**src/rtl/piso_pkg.sv**
```systemverilog
// Shared types and width helpers for the parallel-in, serial-out transmitter.
package piso_pkg;

  typedef enum logic [1:0] {
    IDLE  = 2'd0,
    SHIFT = 2'd1,
    GAP   = 2'd2
  } state_e;

  // Bit counter width: max(1, clog2(width)).
  function automatic int cnt_width(input int width);
    int w;
    w = $clog2(width);
    return (w < 1) ? 1 : w;
  endfunction

  // Gap down-counter width: max(1, clog2(gap + 1)).
  function automatic int gap_width(input int gap);
    int w;
    w = $clog2(gap + 1);
    return (w < 1) ? 1 : w;
  endfunction

endpackage

```
**src/rtl/piso_serializer.sv**
```systemverilog
// Shifts a WIDTH-bit word out one bit per enabled clock, with frame marker,
// last-bit pulse and an optional idle gap between words.
module piso_serializer
  import piso_pkg::*;
#(
  parameter int WIDTH      = 4,
  parameter bit MSB_FIRST  = 1'b1,
  parameter int GAP_CYCLES = 0
) (
  input  logic             clk,
  input  logic             rst,
  input  logic [WIDTH-1:0] d,
  input  logic             load_valid,
  output logic             load_ready,
  input  logic             shift_en,
  output logic             dout,
  output logic             dout_valid,
  output logic             frame_start,
  output logic             done,
  output logic             busy
);

  localparam int CW = cnt_width(WIDTH);
  localparam int GW = gap_width(GAP_CYCLES);
  localparam logic [CW-1:0] LAST_IDX = CW'(WIDTH - 1);
  localparam logic [GW-1:0] GAP_LOAD = GW'((GAP_CYCLES > 0) ? GAP_CYCLES - 1 : 0);

  state_e           state_q, state_d;
  logic [WIDTH-1:0] shreg_q, shreg_d, shreg_shifted;
  logic [CW-1:0]    cnt_q, cnt_d;
  logic [GW-1:0]    gap_q, gap_d;
  logic             out_bit;
  logic             last_bit;

  // The output end of the register depends on bit order; the vacated end fills with 0.
  generate
    if (MSB_FIRST) begin : g_msb
      assign out_bit       = shreg_q[WIDTH-1];
      assign shreg_shifted = {shreg_q[WIDTH-2:0], 1'b0};
    end else begin : g_lsb
      assign out_bit       = shreg_q[0];
      assign shreg_shifted = {1'b0, shreg_q[WIDTH-1:1]};
    end
  endgenerate

  always_comb begin
    last_bit   = (state_q == SHIFT) && (cnt_q == LAST_IDX) && shift_en;
    load_ready = (state_q == IDLE) || (last_bit && (GAP_CYCLES == 0));

    state_d = state_q;
    shreg_d = shreg_q;
    cnt_d   = cnt_q;
    gap_d   = gap_q;

    unique case (state_q)
      IDLE: begin
        if (load_valid) begin
          shreg_d = d;
          cnt_d   = '0;
          state_d = SHIFT;
        end
      end
      SHIFT: begin
        if (shift_en) begin
          shreg_d = shreg_shifted;
          cnt_d   = cnt_q + 1'b1;
          if (last_bit) begin
            cnt_d = '0;
            if (GAP_CYCLES > 0) begin
              state_d = GAP;
              gap_d   = GAP_LOAD;
            end else if (load_valid) begin
              // Seamless hand-over: next word starts on the very next cycle.
              shreg_d = d;
            end else begin
              state_d = IDLE;
            end
          end
        end
      end
      GAP: begin
        if (gap_q == '0) begin
          state_d = IDLE;
        end else begin
          gap_d = gap_q - 1'b1;
        end
      end
      default: state_d = IDLE;
    endcase
  end

  always_ff @(posedge clk or posedge rst) begin
    if (rst) begin
      state_q <= IDLE;
      shreg_q <= '0;
      cnt_q   <= '0;
      gap_q   <= '0;
    end else begin
      state_q <= state_d;
      shreg_q <= shreg_d;
      cnt_q   <= cnt_d;
      gap_q   <= gap_d;
    end
  end

  assign dout_valid  = (state_q == SHIFT);
  assign dout        = dout_valid & out_bit;
  assign frame_start = dout_valid && (cnt_q == '0);
  assign done        = last_bit;
  assign busy        = (state_q != IDLE);

endmodule

```
**config.mk**
```make
export PLATFORM = sky130hd
export DESIGN_NAME = piso_serializer
export DESIGN_NICKNAME = d
export VERILOG_FILES = /design/src/rtl/piso_pkg.sv /design/src/rtl/piso_serializer.sv
export SDC_FILE = /design/constraint.sdc
export NUM_CORES = 1
export LEC_CHECK = 0
export BUFFER_PORTS_ARGS = -buffer_cell sky130_fd_sc_hd__buf_2
export CAP_MARGIN = 40
export CORE_AREA = 3 3 40 42
export DETAILED_ROUTE_END_ITERATION = 7
export DIE_AREA = 0 0 43 45
export GPL_TIMING_DRIVEN = 0
export SLEW_MARGIN = 5
export SYNTH_ARGS = -nofsm -noshare
export SYNTH_HDL_FRONTEND = slang
export SYNTH_SLANG_ARGS = --single-unit
export TNS_END_PERCENT = 100
```
**constraint.sdc**
```tcl
create_clock -name clk -period 1.3 [get_ports clk]
set_input_delay 0 -clock clk [delete_from_list [all_inputs] [get_ports clk]]
set_output_delay 0 -clock clk [all_outputs]
set_load 0.02 [all_outputs]
```
Word-level counts from Yosys, hierarchy flattened
Cells that the tools add are included.
{ "classes": {"n_addsub": 2, "eq_ne": 8, "mux": 16, "bitwise_logic": 1, "n_reduce_logical": 10} }
{ "op_table": {"columns": ["cell", "count"], "rows": [
  ["2-to-1 mux 2 bit", 8],
  ["2-to-1 mux 4 bit", 4],
  ["!= test 2 bit, second input constant", 4],
  ["case mux 4 bit (2 select lines)", 1],
  ["case mux 2 bit (3 select lines)", 1],
  ["AND reduction 5 bit", 1],
  ["== test 2 bit, second input constant", 2],
  ["zero test 2 bit", 2],
  ["case mux 2 bit (2 select lines)", 1],
  ["nonzero test 2 bit", 2],
  ["logical AND 1 bit", 3],
  ["AND reduction 3 bit", 1],
  ["adder 2 x 1 -> 2 bit, second input constant", 1],
  ["== test 2 x 1 -> 1 bit, second input constant", 1],
  ["!= test 2 x 1 -> 1 bit, second input constant", 1],
  ["bitwise AND 1 bit", 1],
  ["logical OR 1 bit", 1],
  ["2-to-1 mux 1 bit", 1],
  ["subtractor 1 bit, second input constant", 1]
]} }
{ "totals": {"reg_bits": 9, "word_cells": 41} }

Logic depth before layout (Yosys ltp)
{ "logic_depth": {"word_depth": 6, "depth_mapped": 4} }

Worst setup path after synthesis
No wires, ideal clock.
{ "synth_timing": {"kind": "reg2reg", "start": "register state_q[0]", "end": "register shreg_q[1]", "setup_ps": 126, "arrival_ps": 1103, "required_ps": 1174, "path_slack_ps": 71, "path_stages_with_launch": 5, "path_buffers": 1, "period_less_slack_ps": 1229, "cell_sequence": "dfrtp_1 buf_6 mux2_4 nor2_1 a21oi_1"} }
{ "synth_via": {"elab_chain_cells": 6} }
{ "synth_rtl": {"columns": ["item", "line_no", "source"], "rows": [
  ["start, declared", "piso_serializer.sv:28", "state_e state_q, state_d;"],
  ["start signal, assigned", "piso_serializer.sv:99", "state_q <= state_d;"],
  ["== test 2 x 1 -> 1 bit", "piso_serializer.sv:47, piso_serializer.sv:55", null],
  ["logical AND 1 bit (2 in series)", "piso_serializer.sv:47", "last_bit = (state_q == SHIFT) && (cnt_q == LAST_IDX) && shift_en;"],
  ["2-to-1 mux 4 bit", "piso_serializer.sv:67", "if (last_bit) begin"],
  ["2-to-1 mux 4 bit", "piso_serializer.sv:64", "if (shift_en) begin"],
  ["case mux 4 bit (2 select lines)", "piso_serializer.sv:55", "unique case (state_q)"],
  ["end signal, assigned", "piso_serializer.sv:100", "shreg_q <= shreg_d;"],
  ["end, declared", "piso_serializer.sv:29", "logic [WIDTH-1:0] shreg_q, shreg_d, shreg_shifted;"]
]} }
Several ways; a longest one is shown, not always the timed one. The select of a mux whose other input is x is not followed.
A chain may end at the register's enable or synchronous reset.

Final worst setup path
{ "layout_timing": {"start": "register cnt_q[0]", "end": "output port done"} }
{ "layout_via": {"elab_chain_cells": 3} }
{ "layout_rtl": {"columns": ["item", "line_no", "source"], "rows": [
  ["start, declared", "piso_serializer.sv:30", "logic [CW-1:0] cnt_q, cnt_d;"],
  ["start signal, assigned", "piso_serializer.sv:101", "cnt_q <= cnt_d;"],
  ["== test 2 bit", "piso_serializer.sv:47", null],
  ["logical AND 1 bit (2 in series)", "piso_serializer.sv:47", null],
  ["end, declared", "piso_serializer.sv:19", "output logic done,"]
]} }
Every way passes these cells.

==> run summary <==
Gate power share: 46.1%
Setup repair bufs after CTS: 0
Core Util, Final: 44.5%
Post-Syn Area: 419 um2
RSZ-0062 raised after global routing: false
CP peak stage delay: 0.40 ns
Inserted Clock Buffers: 3
Synth Area in Adders: 5.97%
Antenna Cells: 0
Mapped Cells: 45
Synth cell types: 19
Synthesized flop and latch total: 7
RD Place Congestion: 0.680
Critical Path AT: 1.24 ns
DIE AREA: 1940 um2
Clock Power Share: 19.6%
Most common cell after layout, fill and taps aside: buf_2
Final WS setup: 0.0586 ns
Die Ht: 45 um
Clk slew on worst S/H paths: 0.05 ns
Clock period minus worst slack: 1.24 ns
H-tree depth: 1
Largest net degree at the start of global routing: 11
IO Count: 14
Rows: 13
Initial antenna violation count: 0
Port bufs: 13
Area of the core: 1280 um2
Vias in the first global route: 332
DR iter-0 viols: 6
Tot GR Track Use: 10.1%
Wire length per cell: 10.9 um
DRT Pass-1 Iters: 4
Largest family of logic cells by synthesized area: compound AO/OA/AOI/OAI gates
Root Driver: clkbuf_4
Clock sinks: 7
Xor-xnor portion of the synthesized cell area: 0%
VDD IR max: 0.719 mV
Cell Int Power: 0.000623 W
Sw frac: 38.2%
WP buf/inv: 1
Number of remaining DRC errors: 0
Post-Layout Cell Count: 81
Status: finished, final reports clean
Clock network latency to the later pin of the worst-skew pair: 0.25 ns
Post-detail-place hpwl: 657 um
Sequential share of power: 34.3%
Compound-Gate Fraction of Synth Area: 19.7%
CP Capture Type: output port
Setup crit start kind: register
First-pass GRT wire length: 1.36 mm
DIE WIDTH: 43 um
Initial Util: 32.6%
Critical Path RT: 1.30 ns
Register area share after synthesis: 41.8%
Layout cells sized above 1: 37.9%
Setup CP Type: register to output port
Final period util: 95.5%
Final setup violation count: 0
Layout Nets: 77
Via density: 4.57
Worst path cell trace: ha_2 -> and3_2 -> buf_2
Crit path max-delay family: flip-flops
Slew headroom: 76.9%
Leakage power: 0.288 nW
CTS tree: built
Pre-CTS WS: 0.00281 ns
Fin. max-slew vios: 0
Post-Synth Simple-Gate Area: 16.7%
NetSw: 0.000385 W
Vias: 370
Fin Setup TNS: 0 ns
P&R area growth vs syn: 36.4%
Inst Count DP: 73
Worst-Margin Slew: 0.340 ns
Slowest cell on crit path: dfrtp_1
Max Cap Viol: 0
Post-synthesis mux area share: 6.87%
Worst Path Max Fanout: 6
Antenna Nets Post-Route: 0
FMAX: 806 MHz
Worst min-delay path category: input port to register
Final Hold Viols: 0
Final total power: 0.00101 W
Pwr dens: 1760 nW/um2
Routed WL: 879 um
Most frequent cells in the layout: 13 x buf_2, 7 x dfrtp_1, 5 x nand2_1, 5 x inv_1, 5 x o21ai_0
Final Skew: 0.00728 ns
Mean area per synthesized cell: 9.31 um2
Syn nets: 55
CTS Buffer Depth: 2
Total grt overflow: 0
Synth warn: 0
-- state kept, by name (all words and copies together) (netlist names) --
register,count
state_q,1
shreg_q,4
cnt_q,2
-- path summary, 6_finish.rpt --
kind / from / to / slack [ns] / depth (start not counted)
min: d[1] / shreg_q[1] / 0.01 / 3
max in group asynchronous: rst / shreg_q[0] / 0.86 / 3
min in group asynchronous: rst / shreg_q[2] / 0.21 / 3
max: cnt_q[0] / done / 0.06 / 3
max reg2reg: cnt_q[0] / shreg_q[1] / 0.08 / 4
min reg2reg: shreg_q[0] / shreg_q[0] / 0.50 / 2
-- power by group through the flow --
| stage | sequential (W) | combinational [W] | clock [W] |
|---|---|---|---|
| 2_1_floorplan | 0.000343 | 0.000344 | 0 |
| 3_3_place_gp | 0.000345 | 0.000456 | 0 |
| 3_5_place_dp | 0.000351 | 0.000459 | 0 |
| 4_1_cts | 0.000348 | 0.000472 | 0.000210 |
| 5_1_grt | 0.000358 | 0.000520 | 0.000226 |
| 6_report | 0.000346 | 0.000464 | 0.000198 |
-- synthesized netlist by cell type (all sizes together) --
cell | n | share of area [%]
o31ai | 1 | 1.8
nand3 | 1 | 1.2
nor2 | 3 | 2.7
dfrtp | 7 | 42
nand2b | 1 | 1.5
mux2 | 1 | 3.6
o32ai | 1 | 3.9
mux2i | 1 | 3.3
buf | 2 | 4.5
a31oi | 3 | 4.5
and3 | 2 | 3.3
and2 | 2 | 3.6
ha | 2 | 6.0
o21ai | 5 | 6.0
a21oi | 3 | 3.6
nand2 | 5 | 4.5
inv | 5 | 4.5
-- layer usage --
metal | vias to the layer above | global-route usage (%) | wire length [um]
li1 | 195 | - | -
met1 | 162 | 12.1 | 413
met2 | 13 | 14.1 | 373
met3 | 0 | 7.17 | 92
met4 | 0 | 3.61 | 0
met5 | - | 0 | 0
-- layout make-up --
cell class	instances	area, um2
Buffer	2	18.8
Clock buffer	4	26.3
Fill cell	134	713
Inverter	5	18.8
Multi-Input combinational cell	31	209
Sequential cell	7	175
Tap cell	15	18.8
Timing Repair Buffer	17	105
-- what timing repair did --
item,4_1_cts,5_1_grt
resized for setup,1,0
endpoints found under the hold margin,10,0
hold buffers,4,0
setup endpoints to repair,2,0
-- cells by family (layout without fill, tap and decap cells) --
| logic type | Yosys count | in the layout |
|---|---|---|
| adder cells (fa/ha/maj) | 2 | 2 |
| buffers and inverters | 7 | 28 |
| AO/OA/AOI/OAI | 13 | 13 |
| flip-flops | 7 | 7 |
| AND/OR/NAND/NOR | 14 | 14 |
| multiplexers | 2 | 2 |
-- metrics by stage --
| stage | cell area [um2] | hold WS (ns) |
|---|---|---|
| floorplan | 419 | -0.197 |
| global placement | 503 | -0.0528 |
| detailed placement | 503 | -0.0512 |
| CTS | 572 | 0.00992 |
| global route | 572 | 0.0157 |
| finish | 572 | 0.0146 |
-- worst reg2reg max path, stage by stage, from the launching register on --
cell     delay, ns
dfrtp_1       0.40
ha_2          0.23
and3_1        0.23
o21ai_0       0.15
a21oi_1       0.09
Note: power is estimated with default switching activity, not from simulation.
